File: src/rtl/ntt_iter_engine.sv
// Iterative radix-2 DIT NTT engine: bit-reversed load, on-the-fly twiddle table,
// one shared butterfly per cycle for LOGN stages, natural-order streamed output.
module ntt_iter_engine #(
    parameter int N    = 8,
    parameter int W    = 8,
    parameter int LOGN = $clog2(N)
) (
    input  logic            clk,
    input  logic            rst,
    input  logic            start,
    input  logic [W-1:0]    mod,
    input  logic [W-1:0]    omega,
    input  logic            inv,
    input  logic [W-1:0]    ninv,
    output logic            busy,
    input  logic            in_valid,
    output logic            in_ready,
    input  logic [W-1:0]    in_data,
    output logic            out_valid,
    input  logic            out_ready,
    output logic [W-1:0]    out_data,
    output logic [LOGN-1:0] out_idx,
    output logic            done
);

    localparam int HALF = N / 2;
    localparam int JW   = LOGN - 1;
    localparam int SW   = (LOGN > 1) ? $clog2(LOGN) : 1;
    localparam logic [SW-1:0]   LAST_STAGE = SW'(LOGN - 1);
    localparam logic [LOGN-1:0] LAST_IDX   = LOGN'(N - 1);
    localparam logic [LOGN-1:0] HALF_IDX   = LOGN'(HALF);

    typedef enum logic [2:0] {
        S_IDLE,
        S_LOAD,
        S_COMPUTE,
        S_OUT,
        S_DONE
    } state_t;

    function automatic logic [W-1:0] mul_mod(input logic [W-1:0] a, input logic [W-1:0] b,
                                             input logic [W-1:0] m);
        logic [2*W-1:0] p;
        p = {{W{1'b0}}, a} * {{W{1'b0}}, b};
        return W'(p % {{W{1'b0}}, m});
    endfunction

    function automatic logic [W-1:0] add_mod(input logic [W-1:0] a, input logic [W-1:0] b,
                                             input logic [W-1:0] m);
        logic [W:0] s;
        s = {1'b0, a} + {1'b0, b};
        if (s >= {1'b0, m}) begin
            s = s - {1'b0, m};
        end
        return s[W-1:0];
    endfunction

    // Wrapping W-bit arithmetic yields the right residue because the result is < m.
    function automatic logic [W-1:0] sub_mod(input logic [W-1:0] a, input logic [W-1:0] b,
                                             input logic [W-1:0] m);
        return (a >= b) ? (a - b) : (a - b + m);
    endfunction

    function automatic logic [LOGN-1:0] bitrev(input logic [LOGN-1:0] n);
        logic [LOGN-1:0] r;
        for (int b = 0; b < LOGN; b++) begin
            r[b] = n[LOGN-1-b];
        end
        return r;
    endfunction

    state_t          state_q, state_d;
    logic [W-1:0]    mod_q, mod_d;
    logic [W-1:0]    omega_q, omega_d;
    logic            inv_q, inv_d;
    logic [W-1:0]    ninv_q, ninv_d;
    logic [LOGN-1:0] cnt_q, cnt_d;
    logic [JW-1:0]   j_q, j_d;
    logic [SW-1:0]   stage_q, stage_d;
    logic [LOGN-1:0] twk_q, twk_d;
    logic [W-1:0]    tw_acc_q, tw_acc_d;
    logic            busy_q, busy_d;
    logic            in_ready_q, in_ready_d;
    logic            out_valid_q, out_valid_d;
    logic            done_q, done_d;

    logic [W-1:0] a_q [N];
    logic [W-1:0] tw_q [HALF];

    logic            load_we;
    logic            bf_we;
    logic            tw_we;
    logic [JW-1:0]   tw_waddr;
    logic [W-1:0]    tw_wdata;

    logic [LOGN-1:0] jx, h, jm, i0, i1;
    logic [JW-1:0]   tw_idx;
    logic [W-1:0]    bf_t, bf_x, bf_y;
    logic [W-1:0]    out_scaled;

    // Butterfly operand addressing for the current (stage, j) pair.
    always_comb begin
        jx     = {1'b0, j_q};
        h      = LOGN'(1) << stage_q;
        jm     = jx & (h - LOGN'(1));
        i0     = ((jx >> stage_q) << (int'(stage_q) + 1)) + jm;
        i1     = i0 + h;
        tw_idx = JW'(jm << (LOGN - 1 - int'(stage_q)));
        bf_t   = mul_mod(tw_q[tw_idx], a_q[i1], mod_q);
        bf_x   = add_mod(a_q[i0], bf_t, mod_q);
        bf_y   = sub_mod(a_q[i0], bf_t, mod_q);
    end

    // NOTE: every signal driven here gets a default first, so no latch can be inferred.
    always_comb begin
        state_d     = state_q;
        mod_d       = mod_q;
        omega_d     = omega_q;
        inv_d       = inv_q;
        ninv_d      = ninv_q;
        cnt_d       = cnt_q;
        j_d         = j_q;
        stage_d     = stage_q;
        twk_d       = twk_q;
        tw_acc_d    = tw_acc_q;
        busy_d      = busy_q;
        in_ready_d  = in_ready_q;
        out_valid_d = out_valid_q;
        done_d      = 1'b0;
        load_we     = 1'b0;
        bf_we       = 1'b0;
        tw_we       = 1'b0;
        tw_waddr    = '0;
        tw_wdata    = '0;

        case (state_q)
            S_IDLE: begin
                if (start) begin
                    state_d    = S_LOAD;
                    mod_d      = mod;
                    omega_d    = omega;
                    inv_d      = inv;
                    ninv_d     = ninv;
                    cnt_d      = '0;
                    busy_d     = 1'b1;
                    in_ready_d = 1'b1;
                    tw_we      = 1'b1;
                    tw_waddr   = '0;
                    tw_wdata   = W'(1);
                    tw_acc_d   = omega;
                    twk_d      = LOGN'(1);
                end
            end
            S_LOAD: begin
                // Twiddle powers advance every cycle regardless of input gaps.
                if (twk_q < HALF_IDX) begin
                    tw_we    = 1'b1;
                    tw_waddr = JW'(twk_q);
                    tw_wdata = tw_acc_q;
                    tw_acc_d = mul_mod(tw_acc_q, omega_q, mod_q);
                    twk_d    = twk_q + LOGN'(1);
                end
                if (in_valid) begin
                    load_we = 1'b1;
                    if (cnt_q == LAST_IDX) begin
                        state_d    = S_COMPUTE;
                        cnt_d      = '0;
                        in_ready_d = 1'b0;
                        j_d        = '0;
                        stage_d    = '0;
                    end else begin
                        cnt_d = cnt_q + LOGN'(1);
                    end
                end
            end
            S_COMPUTE: begin
                bf_we = 1'b1;
                if (j_q == '1) begin
                    j_d = '0;
                    if (stage_q == LAST_STAGE) begin
                        state_d     = S_OUT;
                        out_valid_d = 1'b1;
                        cnt_d       = '0;
                    end else begin
                        stage_d = stage_q + SW'(1);
                    end
                end else begin
                    j_d = j_q + JW'(1);
                end
            end
            S_OUT: begin
                if (out_ready) begin
                    if (cnt_q == LAST_IDX) begin
                        state_d     = S_DONE;
                        out_valid_d = 1'b0;
                        busy_d      = 1'b0;
                        done_d      = 1'b1;
                        cnt_d       = '0;
                    end else begin
                        cnt_d = cnt_q + LOGN'(1);
                    end
                end
            end
            S_DONE: begin
                state_d = S_IDLE;
            end
            default: begin
                state_d = S_IDLE;
            end
        endcase
    end

    // NOTE: sequential state uses non-blocking assignments only.
    always_ff @(posedge clk or posedge rst) begin
        if (rst) begin
            state_q     <= S_IDLE;
            mod_q       <= '0;
            omega_q     <= '0;
            inv_q       <= 1'b0;
            ninv_q      <= '0;
            cnt_q       <= '0;
            j_q         <= '0;
            stage_q     <= '0;
            twk_q       <= '0;
            tw_acc_q    <= '0;
            busy_q      <= 1'b0;
            in_ready_q  <= 1'b0;
            out_valid_q <= 1'b0;
            done_q      <= 1'b0;
        end else begin
            state_q     <= state_d;
            mod_q       <= mod_d;
            omega_q     <= omega_d;
            inv_q       <= inv_d;
            ninv_q      <= ninv_d;
            cnt_q       <= cnt_d;
            j_q         <= j_d;
            stage_q     <= stage_d;
            twk_q       <= twk_d;
            tw_acc_q    <= tw_acc_d;
            busy_q      <= busy_d;
            in_ready_q  <= in_ready_d;
            out_valid_q <= out_valid_d;
            done_q      <= done_d;
        end
    end

    // NOTE: storage arrays carry no reset; every entry is written before it is read.
    always_ff @(posedge clk) begin
        if (load_we) begin
            a_q[bitrev(cnt_q)] <= in_data;
        end
        if (bf_we) begin
            a_q[i0] <= bf_x;
            a_q[i1] <= bf_y;
        end
        if (tw_we) begin
            tw_q[tw_waddr] <= tw_wdata;
        end
    end

    always_comb begin
        out_scaled = inv_q ? mul_mod(a_q[cnt_q], ninv_q, mod_q) : a_q[cnt_q];
    end

    assign busy      = busy_q;
    assign in_ready  = in_ready_q;
    assign out_valid = out_valid_q;
    assign done      = done_q;
    assign out_data  = out_valid_q ? out_scaled : '0;
    assign out_idx   = out_valid_q ? cnt_q : '0;

endmodule

File: config.mk
export PLATFORM = sky130hd
export DESIGN_NAME = ntt_iter_engine
export DESIGN_NICKNAME = d
export VERILOG_FILES = /design/src/rtl/ntt_iter_engine.sv
export SDC_FILE = /design/constraint.sdc
export NUM_CORES = 2
export LEC_CHECK = 0
export BUFFER_PORTS_ARGS = -buffer_cell sky130_fd_sc_hd__buf_2
export CORE_MARGIN = 4
export CORE_UTILIZATION = 55
export CTS_CLUSTER_SIZE = 16
export DETAILED_ROUTE_END_ITERATION = 7
export GPL_ROUTABILITY_DRIVEN = 0
export GPL_TIMING_DRIVEN = 1
export PLACE_DENSITY = 0.84
export SKIP_LAST_GASP = 1
export SLEW_MARGIN = 20
export SYNTH_ARGS = -nofsm -noshare
export SYNTH_HDL_FRONTEND = slang
export SYNTH_SLANG_ARGS = --single-unit
File: constraint.sdc
create_clock -name clk -period 41.4 [get_ports clk]
set_input_delay 6.21 -clock clk [delete_from_list [all_inputs] [get_ports clk]]
set_output_delay 6.21 -clock clk [all_outputs]
set_load 0.03 [all_outputs]
* Word-level counts from Yosys, hierarchy flattened
Memory sizes are Yosys's and may differ from the RTL's. Index checks and enable logic that the tools add are counted.
Storage, ports and cells: bits in registers 50, memory bits (writable) 96, output and inout port bits 15, word-level logic and storage cells 138, memories 2
Cells by class: add/sub/neg operators 13, multipliers 3, divide/modulo/power cells 3, order comparisons 3, equality and inequality tests 15, shift operators 4, mux-type cells 64, bitwise logic cells 1, reduce and logical (&&, ||, !) cells 16
Memories:
- a_q | depth 8, bits a word 8, rd ports 3, clocked after Yosys merged registers in 0, wr ports 2, RTL line 87 | logic [W-1:0] a_q [N];
- tw_q | depth 4, bits a word 8, rd ports 1, clocked after Yosys merged registers in 0, wr ports 1, RTL line 88 | logic [W-1:0] tw_q [HALF];
Operators with widths (number):
- $mux W8 | 8
- $mod A16 B8 Y16 | 3
- $mul A8 B8 Y16 | 3
- $mux W3 | 16
- $pmux W8 S2 | 2
- $shl A3 B32 Y2 | 1
- $pmux W3 S4 | 2
- $mux W1 | 22
- $ne A2 B2 Y1 const B | 9
- $sub A8 B8 Y8 | 2
- $mux W2 | 7
- $reduce_and A5 Y1 | 2
- $add A8 B8 Y9 | 1
- $ge A9 B8 Y1 | 1
- $add A8 B8 Y8 | 1
- $ge A8 B8 Y1 | 1
- $pmux W1 S2 | 4
- $pmux W2 S2 | 2
- $reduce_and A4 Y1 | 2
- $reduce_bool A2 Y1 | 4
- $reduce_or A8 Y1 | 1
- $reduce_and A7 Y1 | 1
- $add A3 B1 Y3 const B | 2
- $add A3 B3 Y3 | 2
- other kinds (19) | 23

* Logic depth before layout (Yosys ltp)
An unclocked memory read counts as a cell.
depth after elaboration 12, mapped depth 192

* Worst setup path after synthesis
No wires, ideal clock.
path type register to output, from register cnt_q[0], to output out_data[2], arrival 34.747 ns, data required time 35.190 ns, slack 0.443 ns, stages on the path, launching flop included 166, buffers on the path 14, cell sequence dfrtp_1 > buf_1 > clkbuf_1 > mux4_2 > mux2_2 > nand2_1 > fa_1 > inv_1 > fa_1 > fa_1 > fa_1 > ha_1 > a21o_1 > nor3_1 > a21o_1 > nand2_1 > nor2_1 > xnor2_1 > [130 not listed] > o2111ai_1 > clkbuf_1 > nor2_1 > a21oi_1 > ha_1 > nor2b_1 > o21ai_0 > nand2b_1 > a21o_1 > a21o_1 > o21ai_0 > nand2b_1 > a21oi_1 > or3b_1 > o31a_1 > buf_6 > mux2i_1 > a21oi_1
On the way: longest elaborated chain between the ends 5
Ends and longest elaborated chain:
- start: declaration | RTL line 77 | logic [LOGN-1:0] cnt_q, cnt_d;
- start signal: assignment | RTL line 236 | cnt_q <= cnt_d;
- $mem_v2 Z8 W8 (*)
- $mul A8 B8 Y16 | RTL line 44 | p = {{W{1'b0}}, a} * {{W{1'b0}}, b};
- $mod A16 B8 Y16 | RTL line 45 | return W'(p % {{W{1'b0}}, m});
- $mux W8 (*) | RTL line 263 | out_scaled = inv_q ? mul_mod(a_q[cnt_q], ninv_q, mod_q) : a_q[cnt_q];
- $mux W8 (*) | RTL line 270 | assign out_data = out_valid_q ? out_scaled : '0;
- end: declaration | RTL line 21 | output logic [W-1:0] out_data,
Mark *: on every way between the ends. The rest lies on a longest branch, timed or not.

* Final worst setup path
from register cnt_q[0], to output out_data[6]
The elaborated chain is that of the path after synthesis.

==> results.sh <==
export IMPL_tightestPinTransition_ns=1.24
export IMPL_hold_viol=0
export IMPL_drtIter0Drc=3403
export IMPL_post_drt_wl_per_cell_um=19.9
export IMPL_synth_most_common_cell="ha_1"
export IMPL_die_x_um=253
export IMPL_hold_start="twk_q[2]"
export IMPL_num_vias=32200
export IMPL_period_needed_ns=39.68
export IMPL_yosysTopAreaCell="ha_1"
export IMPL_synth_ff_latch_count=146
export IMPL_antenna_found_initial=1
export IMPL_nFillCells=4853
export IMPL_clock_skew_ns=0.0142
export IMPL_cp_max_fo=12
export IMPL_fp_dieArea_um2=63800
export IMPL_synth_nets=4620
export IMPL_critical_path_arrival_ns=33.47
export IMPL_required_ns=35.19
export IMPL_dr_pass1_iters=8
export IMPL_timing_rr_start="stage_q[0]"
export IMPL_ios=53
export IMPL_slew_viol_final=0
export IMPL_violations="design-rule violations"
export IMPL_slowest_stage="fa_1"
export IMPL_drive_above_1_share_pct=14.3
export IMPL_maxSlewHeadroom_pct=17.1
export IMPL_syn_inst=4010
export IMPL_synth_common_cells="455 x ha_1, 419 x nand2_1, 335 x nor2_1, 231 x inv_1, 221 x a21oi_1"
export IMPL_fin_ws_ns=1.72
export IMPL_ant_nets=0
export IMPL_yosysSeqAreaShare_pct=12.6
export IMPL_maxCapViolations=0
export IMPL_outcome="finished with violations"
export IMPL_setup_viol_count_final=0
export IMPL_fin_crit_sh_pct=95.8
export IMPL_avgSynthCellArea_um2=8.20
export IMPL_wirelength_um=97300
export IMPL_critical_path_class="reg -> out"
export IMPL_grt_max_degree=51
export IMPL_cts_clk_slew_worst_paths_ns=0.07
export IMPL_vias_per_cell=6.58
export IMPL_grt_pass1_vias=30400
export IMPL_netlist_area_leader_share_pct=17.3
export IMPL_syn_to_final_growth_pct=9.57
export IMPL_dominantRegCellSynth="edfxtp_1"
export IMPL_ctsHoldBuffers=0
export IMPL_row_count=89
export IMPL_cts_htree_levels=4
export IMPL_numCtsBuffers=17
export IMPL_critical_path_startpoint="cnt_q[0]"
export IMPL_cp_common_cell="o21a_1"
export IMPL_fmax_mhz=25.2
export IMPL_drc=1
export IMPL_coreArea_um2=59100
export IMPL_root_buffer="clkbuf_16"
export IMPL_dp_slack_ns=-0.793
export IMPL_cts_tree="done"
export IMPL_synth_cell_types=108
export IMPL_start_util_pct=55.6
export IMPL_clock_path_buffers=2
export IMPL_clock_latency_ns=0.45
export IMPL_grt_usage_pct=28.5
export IMPL_ys_warn_count=0
export IMPL_die_height_um=253
export IMPL_grt_pass1_wl_um=151000
export IMPL_synthArstFlopShare_pct=34.2
export IMPL_cp_end_kind="primary output"
export IMPL_setup_worst_path_start_class="flop"
export IMPL_grt_ovfl_total=0
export IMPL_synth_edf_count=96
export IMPL_slowest_delay_ns=0.55
export IMPL_nNetsFinal=4720
export IMPL_synth_area_leaders="ha_1 17%, edfxtp_1 8.8%, fa_1 7.1%"
export IMPL_cts_sinks=146
export IMPL_syn_area_um2=32900
export IMPL_n_antenna_cell=0
export IMPL_portBuffers=52
export IMPL_dp_hpwl_um=71400
export IMPL_hold_class="reg -> reg"
## state kept, by name, indices dropped and copies added, names as in the netlist, 3 cells and up
register / count
ninv_q: 8
tw_acc_q: 8
twk_q: 3
state_q: 3
a_q: 64
tw_q: 32
cnt_q: 3
omega_q: 8
mod_q: 8
## critical path: cells and delay by family (launching register included)
kind                       cells  cell delay (ns)
AOI/OAI and AO/OA             81            14.97
adders and majority gates     21             7.09
and+or+nand+nor               36             6.25
muxes                          7             2.03
buffers and inverters         11             1.95
DFF                            1             0.48
xor gates and xnor gates       1             0.20
## cell usage in the layout, fill, tap and decap left out, types with 45 or more instances in the layout
| cell | instances |
|---|---|
| ha_1 | 449 |
| nand2_1 | 413 |
| nor2_1 | 328 |
| inv_1 | 223 |
| a21oi_1 | 200 |
| o21ai_0 | 196 |
| nor3_1 | 145 |
| o21a_1 | 145 |
| buf_4 | 126 |
| fa_1 | 115 |
| xnor2_1 | 112 |
| mux2i_1 | 103 |
| mux2_2 | 98 |
| edfxtp_1 | 96 |
| a21o_1 | 94 |
| and2_1 | 81 |
| xor2_1 | 70 |
| nand2b_1 | 67 |
| nand3_1 | 63 |
| nor2b_1 | 58 |
| o31ai_1 | 54 |
| buf_2 | 49 |
| mux4_2 | 48 |
| dfrtp_1 | 46 |
| o211ai_1 | 45 |
## what timing repair did
action | in CTS | in global routing
endpoints found under the setup margin | 64 | 80
cloned | 0 | 2
resized for setup | 16 | 153
buffers inserted | 0 | 49
hold endpoints to repair | 0 | 0
pin swaps | 0 | 35
## cell families (layout without fill, tap and decap cells)
logic type,Yosys count,in the layout,synth area share (%)
AOI/OAI and AO/OA,1103,1103,22.8
muxes,271,271,10.5
buffers and inverters,336,448,3.92
and+or+nand+nor,1394,1395,20.7
adders and majority gates,575,575,24.5
DFF,146,146,12.6
xor gates and xnor gates,185,185,4.97
## metrics by stage
stage | hold slack, ns | instances | util, % | TNS (ns) | cell area, um^2
after floorplan | 0.476 | 4010 | - | 0 | 32900
after global placement | 0.492 | 4813 | 58.1 | 0 | 34300
after detailed placement | 0.517 | 4813 | 58.1 | -40.04 | 34300
after CTS | 0.533 | 4845 | 59.1 | 0 | 35000
after global routing | 0.559 | 4896 | 60.9 | -22.07 | 36000
final | 0.524 | 4896 | 60.9 | 0 | 36000
## per-layer routing
metal | wire, um | vias to the layer above | share of wire [%] | global-route usage (%)
met2 | 44500 | 1612 | 46 | 47.4
li1 | - | 15000 | - | -
met1 | 39400 | 15200 | 40 | 36.3
met4 | 4490 | 2 | 4.6 | 12.3
met5 | 19 | - | 0.020 | 0
met3 | 8960 | 384 | 9.2 | 5.47
## final timing paths
check	endpoint	slack, ns	cells after the start
worst min register to register	twk_q[2]	0.52	2
min in group asynchronous	busy	5.95	3
max in group asynchronous	cnt_q[1]	34.90	3
worst min-delay path	twk_q[2]	0.52	2
worst max register to register	a_q[5][7]	1.88	173
worst max-delay path	out_data[6]	1.72	157
## area by class of cell
type	count	area [um^2]	share of cell area [%]
clock inverters	14	143	0.396
flip-flops and latches	146	4140	11.5
clock buffers	18	429	1.19
well taps	773	967	2.68
inverters	231	867	2.41
repair buffers	185	1290	3.59
multi-input cells	3529	28200	78.2
Power is left out: the tool's default activity adds up to more than one toggle a clock period on the data nets, which glitch-free logic cannot reach.
